## src/rtl/mbist_pkg.sv

```systemverilog
// Shared types and constants for the MBIST sequencer.
// State encoding and pattern-selector bounds.
package mbist_pkg;

  typedef enum logic [2:0] {
    S_IDLE,
    S_WRITE,
    S_READ,
    S_CMP,
    S_DONE
  } mbist_state_e;

  typedef logic [2:0] pat_sel_t;

  localparam int       NUM_PATTERNS = 6;
  localparam pat_sel_t LAST_PAT     = 3'd5;

endpackage

```

## src/rtl/mbist_addr_gen.sv

```systemverilog
// SRAM address counter for the MBIST sequencer.
// Clear has priority over increment; last flags the top address.
module mbist_addr_gen #(
  parameter int ADDR_W = 4
) (
  input  logic              clk,
  input  logic              rst_n,
  input  logic              i_clr,
  input  logic              i_inc,
  output logic [ADDR_W-1:0] o_addr,
  output logic              o_last
);

  localparam logic [ADDR_W-1:0] MAX_ADDR = '1;

  logic [ADDR_W-1:0] r_addr;

  always_ff @(posedge clk or negedge rst_n) begin
    if (!rst_n) begin
      r_addr <= '0;
    end else if (i_clr) begin
      r_addr <= '0;
    end else if (i_inc) begin
      r_addr <= r_addr + 1'b1;
    end
  end

  assign o_addr = r_addr;
  assign o_last = (r_addr == MAX_ADDR);

endmodule

```

## src/rtl/mbist_ctrl.sv

```systemverilog
// MBIST sequencer: write/read-compare each background pattern
// over the whole SRAM and capture the first miscompare.
module mbist_ctrl #(
  parameter int ADDR_W       = 4,
  parameter int DATA_W       = 8,
  parameter bit STOP_ON_FAIL = 1'b1
) (
  input  logic              clk,
  input  logic              rst_n,
  input  logic              start,
  output logic [2:0]        q,
  input  logic [DATA_W-1:0] data_t,
  output logic              mem_we,
  output logic              mem_re,
  output logic [ADDR_W-1:0] mem_addr,
  output logic [DATA_W-1:0] mem_wdata,
  input  logic [DATA_W-1:0] mem_rdata,
  output logic              busy,
  output logic              done,
  output logic              fail,
  output logic [ADDR_W-1:0] fail_addr,
  output logic [2:0]        fail_pat
);

  import mbist_pkg::*;

  mbist_state_e      r_state;
  mbist_state_e      w_next;
  pat_sel_t          r_q;
  logic              r_done;
  logic              r_fail;
  logic [ADDR_W-1:0] r_fail_addr;
  pat_sel_t          r_fail_pat;

  logic              w_clr;
  logic              w_inc;
  logic              w_start;
  logic              w_q_inc;
  logic              w_cap;
  logic              w_miss;
  logic              w_last;
  logic [ADDR_W-1:0] w_addr;

  mbist_addr_gen #(
    .ADDR_W (ADDR_W)
  ) u_addr (
    .clk    (clk),
    .rst_n  (rst_n),
    .i_clr  (w_clr),
    .i_inc  (w_inc),
    .o_addr (w_addr),
    .o_last (w_last)
  );

  assign w_miss = (mem_rdata != data_t);

  always_comb begin
    w_next  = r_state;
    w_clr   = 1'b0;
    w_inc   = 1'b0;
    w_start = 1'b0;
    w_q_inc = 1'b0;
    w_cap   = 1'b0;
    unique case (r_state)
      S_IDLE, S_DONE: begin
        if (start) begin
          w_next  = S_WRITE;
          w_clr   = 1'b1;
          w_start = 1'b1;
        end
      end
      S_WRITE: begin
        if (w_last) begin
          w_clr  = 1'b1;
          w_next = S_READ;
        end else begin
          w_inc = 1'b1;
        end
      end
      S_READ: w_next = S_CMP;
      S_CMP: begin
        w_cap = w_miss && !r_fail;
        if (w_miss && STOP_ON_FAIL) begin
          w_next = S_DONE;
        end else if (!w_last) begin
          w_inc  = 1'b1;
          w_next = S_READ;
        end else if (r_q == LAST_PAT) begin
          w_next = S_DONE;
        end else begin
          w_q_inc = 1'b1;
          w_clr   = 1'b1;
          w_next  = S_WRITE;
        end
      end
      default: w_next = S_IDLE;
    endcase
  end

  always_ff @(posedge clk or negedge rst_n) begin
    if (!rst_n) begin
      r_state     <= S_IDLE;
      r_q         <= '0;
      r_done      <= 1'b0;
      r_fail      <= 1'b0;
      r_fail_addr <= '0;
      r_fail_pat  <= '0;
    end else begin
      r_state <= w_next;
      r_done  <= (r_state == S_DONE) && !w_start;
      if (w_start) begin
        r_q <= '0;
      end else if (w_q_inc) begin
        r_q <= r_q + 3'd1;
      end
      if (w_start) begin
        r_fail      <= 1'b0;
        r_fail_addr <= '0;
        r_fail_pat  <= '0;
      end else if (w_cap) begin
        r_fail      <= 1'b1;
        r_fail_addr <= w_addr;
        r_fail_pat  <= r_q;
      end
    end
  end

  // Strobes decode straight from state so reset kills them at once
  assign mem_we    = (r_state == S_WRITE);
  assign mem_re    = (r_state == S_READ);
  assign mem_addr  = w_addr;
  assign mem_wdata = data_t;
  assign busy      = (r_state == S_WRITE) ||
                     (r_state == S_READ)  ||
                     (r_state == S_CMP);
  assign done      = r_done;
  assign q         = r_q;
  assign fail      = r_fail;
  assign fail_addr = r_fail_addr;
  assign fail_pat  = r_fail_pat;

endmodule
```

## config.mk

```make
export PLATFORM = sky130hd
export DESIGN_NAME = mbist_ctrl
export DESIGN_NICKNAME = d
export VERILOG_FILES = /design/src/rtl/mbist_pkg.sv /design/src/rtl/mbist_addr_gen.sv /design/src/rtl/mbist_ctrl.sv
export SDC_FILE = /design/constraint.sdc
export NUM_CORES = 1
export LEC_CHECK = 0
export ABC_AREA = 1
export ABC_CLOCK_PERIOD_IN_PS = 4300
export CORE_MARGIN = 8
export CORE_UTILIZATION = 31
export CTS_CLUSTER_DIAMETER = 200
export CTS_CLUSTER_SIZE = 20
export DETAILED_ROUTE_END_ITERATION = 12
export DONT_BUFFER_PORTS = 1
export GPL_TIMING_DRIVEN = 0
export SLEW_MARGIN = 20
export SYNTH_ARGS = -nofsm -noshare
export SYNTH_HDL_FRONTEND = slang
export SYNTH_HIERARCHICAL = 1
export SYNTH_SLANG_ARGS = --single-unit
```

## constraint.sdc

```tcl
create_clock -name clk -period 4.3 [get_ports clk]
set_input_delay 0.86 -clock clk [delete_from_list [all_inputs] [get_ports clk]]
set_output_delay 0.86 -clock clk [all_outputs]
set_load 0.02 [all_outputs]
```

==> impl_metrics.csv, run 1 <==
group,metric,value,unit
finish,final_area,1390,sq um
critical_path,ff2ff_setup_slack,2.12,ns
finish,synthToLayoutAreaGrowth,8.52,%
critical_path,crit_buf_inv,0,
critical_path,rr_startpoint,"u_addr/o_addr[1]",
critical_path,cpMostUsedCell,"nand2_1",
floorplanning,die_area,6430,sq um
yosys,synth_top_area_share,37.2,%
floorplanning,row_count,23,
routing,wl_per_cell,11.5,microns
routing,wirelength,2710,microns
clock_tree,cts_hold_buf,0,
floorplanning,die_w,80.2,microns
critical_path,slowest_delay,0.53,ns
floorplanning,core,3970,sq um
critical_path,crit_path_max_fanout,5,
sta,tns,0,ns
sta,slew_viol_final,0,
clock_tree,postCtsSetupRepairBufs,0,
clock_tree,cts_root_buf,"clkbuf_8",
worst_hold_path,min_path_type,"in -> async",
global_routing,grt_pass1_wl,4570,microns
finish,fin_nets,209,
critical_path,crit_path_start_kind,"register",
sta,min_period,2.18,ns
power,p_per_area,517,nW/um^2
critical_path,required,4.45,ns
clock_tree,clock_sinks,19,
placement,portBuffers,0,
global_routing,grt_start_max_net_pins,20,
yosys,synth_area_leader_cell,"dfrtp_1",
placement,hpwl,2230,microns
clock_tree,clock_latency,0.25,ns
finish,diodes,0,
power,power.total,717,uW
placement,place_congestion,0.765,
routing,dr.pass1.iters,4,
clock_tree,clkTransAtPathRegs,0.07,ns
yosys,synth_area,1280,sq um
global_routing,track_usage,8.62,%
critical_path,rr_worst_depth,12,
clock_tree,tritoncts,"yes",
clock_tree,cts_buffers,3,
finish,drive_gt1_share,16.1,%
routing,drt_iter0_drc,52,
clock_tree,cts_resized,0,
critical_path,end_kind,"register",
routing,ant_nets,0,
global_routing,gr-total-overflow,0,
yosys,ys_ff_latch,19,
sta,max_clock_freq,460,MHz
critical_path,path_class,"reg -> reg",
routing,vias_per_cell,4.43,
finish,final_cells,236,
clock_tree,clockBufferDepth,2,
routing,drc,0,
floorplanning,initial_core_util,32.2,%
critical_path,path_depth,12,
sta,rsz0062_at_grt,"false",
sta,relSlewSlack,63.2,%
sta,clock_skew,0.00143,ns
yosys,synthCells,182,
global_routing,grt_pass1_vias,1009,
critical_path,r2r_end,"u_addr/o_addr[3]",
floorplanning,fp.dieH,80.2,microns
routing,vias,1046,
critical_path,arrival,2.32,ns
power,ir_worst_vdd,129,uV
yosys,yosysSeqAreaShare,37.2,%
clock_tree,htreeDepth,1,
global_routing,grt_antenna_before_repair,0,
placement,placed_cell_area,1340,sq um
sta,finalSetupViolations,0,
power,p_leak,0.000796,uW
critical_path,crit_chain,"ha_1 > nand2_1 > nor2_1 > nand2_1 > nor2_2 > nand3_2 > nand3_1 > nor2_2 > nor2_4 > nand3_1 > nand2_1 > nor2_1",
yosys,syn_avg_cell_area,7.02,sq um
job,max_cap_violations,0,
yosys,ys_top_cells_by_area,"dfrtp_1 (37%), nand2_1 (16%), inv_1 (8.8%)",
yosys,ys_types,24,
sta,tightest_slew,0.549,ns
critical_path,slowest_stage,"dfrtp_1",
placement,dp.cells,232,
yosys,synth_nets,204,
sta,post-route-period-util,50.6,%
run_status,outcome,"completed",
yosys,yosys_warnings,6,
sta,timing_hold_violations_final,0,
critical_path,critical_path.top_delay_family,"simple AND/OR/NAND/NOR gates",
floorplanning,ios,46,
[cell usage in the layout, fill, tap and decap left out]
cell type and instances:
o21ai_0 1, nand2_1 54, nand2_2 3, nand3_2 2, nor3_2 1, a211oi_1 1, ha_1 3, nor2_4 3
buf_4 8, nand3_1 20, inv_2 3, nor3_1 1, nor2_1 16, a21oi_1 4, or2_2 1, o21ai_2 2
xor2_1 2, nor2_2 2, buf_2 1, dfrtp_1 19, nand4_1 1, xnor2_1 2, inv_1 30, nand3b_1 2
clkinv_2 1, clkbuf_8 3
[kinds of logic after synthesis]
kind of cell,count (synthesis),synth area share (%)
xor gates and xnor gates,4,2.74
adders and majority gates,3,2.94
buffers and inverters,42,14.8
and+or+nand+nor,106,38.4
DFF,19,37.2
AOI/OAI and AO/OA,8,3.92
[worst register-to-register path: cells and delay by family, from the launching register on]
family | cells | cell delay (ns)
and+or+nand+nor | 11 | 1.30
adders and majority gates | 1 | 0.24
DFF | 1 | 0.53
[worst max path at each step]
stage	start	endpoint	slack, ns
global route	u_addr/o_addr[1]	u_addr/o_addr[3]	1.93
detailed placement	u_addr/o_addr[1]	u_addr/o_addr[3]	2.14
finish	u_addr/o_addr[1]	u_addr/o_addr[3]	2.12
floorplan	mem_rdata[4]	u_addr/o_addr[3]	2.35
CTS	u_addr/o_addr[1]	u_addr/o_addr[3]	2.12
global placement	u_addr/o_addr[1]	u_addr/o_addr[3]	2.12
[registers in the layout (all words and copies together), names as in the netlist]
signal and count:
fail 1, fail_pat 3, q 3, u_addr/o_addr 4, done 1, r_state 3
fail_addr 4
[layout make-up]
type / count / area [sq um]
multi-input cells: 121 / 613
fillers: 440 / 2580
inverters: 33 / 124
flip-flops and latches: 19 / 475
well taps: 50 / 62.6
plain buffers: 9 / 65.1
clock inverters: 1 / 5.00
clock buffers: 3 / 41.3
[power breakdown]
part	total, uW	switching (uW)	internal, uW
combinational	265	175	90.2
sequential	328	101	226
clock	124	59.7	64.3
total	717	336	381
[through the flow]
| stage | hold WS, ns | setup slack [ns] | utilization, % |
|---|---|---|---|
| 2_1_floorplan | 0.530 | 2.35 | - |
| 3_3_place_gp | 0.565 | 2.12 | 33.7 |
| 3_5_place_dp | 0.565 | 2.14 | 33.7 |
| 4_1_cts | 0.290 | 2.12 | 34.9 |
| 5_1_grt | 0.274 | 1.93 | 34.9 |
| 6_report | 0.295 | 2.12 | 34.9 |
[cells in the mapped netlist, drive strengths merged]
cell / count
o21ai: 3
nand3: 22
inv: 33
a211oi: 1
or2: 1
nor3: 2
nand4: 1
xnor2: 2
nor2: 21
dfrtp: 19
ha: 3
buf: 9
nand3b: 2
a21oi: 4
nand2: 57
xor2: 2
[per-layer routing]
layer	up-vias	GRT usage [%]	share of wire, %
met2	29	15.3	47
li1	557	-	-
met5	-	0	0
met3	2	2.34	8.8
met1	458	9.51	43
met4	0	3.27	1.1
No activity file was read; power rests on OpenSTA's default activity.
==> inputs of run 2 (changes only) <==
- ABC_CLOCK_PERIOD_IN_PS: 4300 -> 1800
- clock period: 4.3 -> 1.8 ns (I/O delays scaled with it)
==> run 2 against run 1 <==
Sequential power rose by 150%. The flow now finishes with violations (negative setup slack). Utilization rose by 3.2 points. Sequential share of layout area fell by 2.5 points. Largest cell class unchanged. Global-route usage rose by 0.57 points. Flip-flop and latch count did not move. Clock power rose by 140%. First-iteration DRC count rose by 81%. Clock-buffer cell count did not move. Combinational power rose to 2.8 times the previous value. Critical path depth did not move. Cell count rose by 2.1%. Register-to-register slack got worse by 2.1 ns.
==> impl_metrics.csv, run 2 (synthesis gave the netlist of run 1 again) <==
group,metric,value,unit
finish,layout_common_cells,"nand2_1 (50), inv_1 (30), nand3_1 (18), dfrtp_1 (15), nor2_1 (14)",
floorplanning,fp.dieH,80.2,microns
sta,setup_ws,-0.00729,ns
critical_path,critical_path.top_delay_family,"simple AND/OR/NAND/NOR gates",
clock_tree,clock_latency,0.25,ns
finish,final_cells,241,
routing,vias,1121,
critical_path,slowest_delay,0.50,ns
sta,tns,-0.00729,ns
routing,ant_nets,0,
global_routing,grt_start_max_net_pins,20,
routing,wl_per_cell,12.3,microns
power,ir_worst_vdd,260,uV
critical_path,path_class,"reg -> reg",
sta,timing_hold_violations_final,0,
sta,rsz0062_at_grt,"true",
critical_path,crit_buf_inv,0,
finish,layout_commonest_cell,"nand2_1",
floorplanning,row_count,23,
placement,dp.cells,232,
clock_tree,clockBufferDepth,2,
floorplanning,die_area,6430,sq um
finish,fin_nets,214,
sta,min_period,1.81,ns
worst_hold_path,min_path_type,"in -> reg",
clock_tree,tritoncts,"yes",
routing,dr.pass1.iters,4,
routing,vias_per_cell,4.65,
global_routing,gr-total-overflow,0,
critical_path,cpMostUsedCell,"nor2_4",
job,max_cap_violations,0,
sta,finalSetupViolations,1,
clock_tree,cts_buffers,3,
finish,multi_input_area,692,sq um
run_status,violations,"negative setup slack",
routing,wirelength,2980,microns
placement,place_congestion,0.776,
global_routing,track_usage,9.19,%
finish,drive_gt1_share,24.6,%
routing,drt_iter0_drc,94,
clock_tree,clock_sinks,19,
floorplanning,initial_core_util,32.2,%
critical_path,arrival,1.95,ns
clock_tree,cts_root_buf,"clkbuf_8",
sta,clock_skew,0.00229,ns
sta,max_clock_freq,553,MHz
power,p_per_area,1230,nW/um^2
floorplanning,die_w,80.2,microns
routing,drc,0,
placement,portBuffers,0,
sta,slew_viol_final,0,
critical_path,crit_path_start_kind,"register",
critical_path,required,1.94,ns
placement,detailedPlace.worstSlack,-0.283,ns
sta,tightest_slew,0.870,ns
placement,hpwl,2230,microns
finish,synthToLayoutAreaGrowth,18.4,%
clock_tree,clkTransAtPathRegs,0.07,ns
finish,diodes,0,
clock_tree,htreeDepth,1,
critical_path,crit_path_max_fanout,5,
finish,fillCellCount,415,
critical_path,crit_chain,"ha_4 > nand2_4 > nor2_4 > nand2_2 > nor2_4 > nand3_4 > nand3_4 > nor2_4 > nor2_4 > nand3_2 > nand2_2 > nor2_1",
floorplanning,core,3970,sq um
power,p_leak,0.000836,uW
run_status,outcome,"finished with violations",
finish,seq_area,480,sq um
sta,relSlewSlack,41.8,%
global_routing,grt_antenna_before_repair,0,
global_routing,grt_pass1_vias,1084,
critical_path,slowest_stage,"dfrtp_2",
floorplanning,ios,46,
global_routing,grt_pass1_wl,4910,microns
sta,post-route-period-util,100,%
critical_path,end_kind,"register",
==> run 2: cell types whose count changed in the layout (fill, tap and decap cells not counted), sizes merged <==
| cell | delta |
|---|---|
| buf | +3 |
| clkbuf | +1 |
| dlygate4sd3 | +1 |
==> run 2: path summary, 6_finish.rpt <==
| kind | slack, ns | depth (start not counted) | end | start |
|---|---|---|---|---|
| worst min-delay path | 0.29 | 3 | done | start |
| worst max-delay path | -0.007 | 12 | u_addr/o_addr[3] | u_addr/o_addr[1] |
| max in group asynchronous | 0.54 | 1 | q[0] | rst_n |
| worst max register to register | -0.007 | 12 | u_addr/o_addr[3] | u_addr/o_addr[1] |
| min in group asynchronous | 0.66 | 1 | u_addr/o_addr[3] | rst_n |
| worst min register to register | 0.64 | 2 | done | r_state[2] |
==> run 2: final cells by class <==
cell class / count / share of cell area (%)
plain buffers: 9 / 4.47
clock buffers: 3 / 2.73
clock inverters: 1 / 0.331
inverters: 33 / 8.19
multi-input cells: 121 / 45.7
flip-flops and latches: 19 / 31.8
well taps: 50 / 4.14
repair buffers: 5 / 2.65
==> run 2: worst min-delay path, delay by kind of cell <==
kind	cells	cell delay, ns
compound gates	1	0.05
buf+inv	1	0.04
simple gates	1	0.07
==> run 2: per-layer routing <==
metal	global-route usage, %	wire, microns	share of wire [%]
met1	11.0	1250	42
met2	15.3	1440	48
met3	1.90	254	8.5
met4	4.36	31	1.0
met5	0	0	0
==> run 2: metrics by stage <==
step                util, %  hold WS (ns)  total power [uW]  instance area, sq um
CTS                    36.9         0.287              1820                  1470
global route           38.1         0.301              2010                  1510
floorplan                 -        0.0644              1310                  1280
finish                 38.1         0.293              1860                  1510
detailed placement     33.8        0.0650              1460                  1340
global placement       33.8        0.0649              1450                  1340
==> run 2: what timing repair did <==
item                                   CTS  global route
buffers inserted                         2             2
gates resized for setup                  9            11
pin swaps                                2             7
hold buffers                             1             0
endpoints found under the hold margin   19             0
setup endpoints to repair                4             1
==> run 2: power breakdown <==
group / switching, uW / total (uW) / internal, uW
clock network: 139 / 293 / 154
registers: 271 / 816 / 545
logic: 482 / 747 / 266
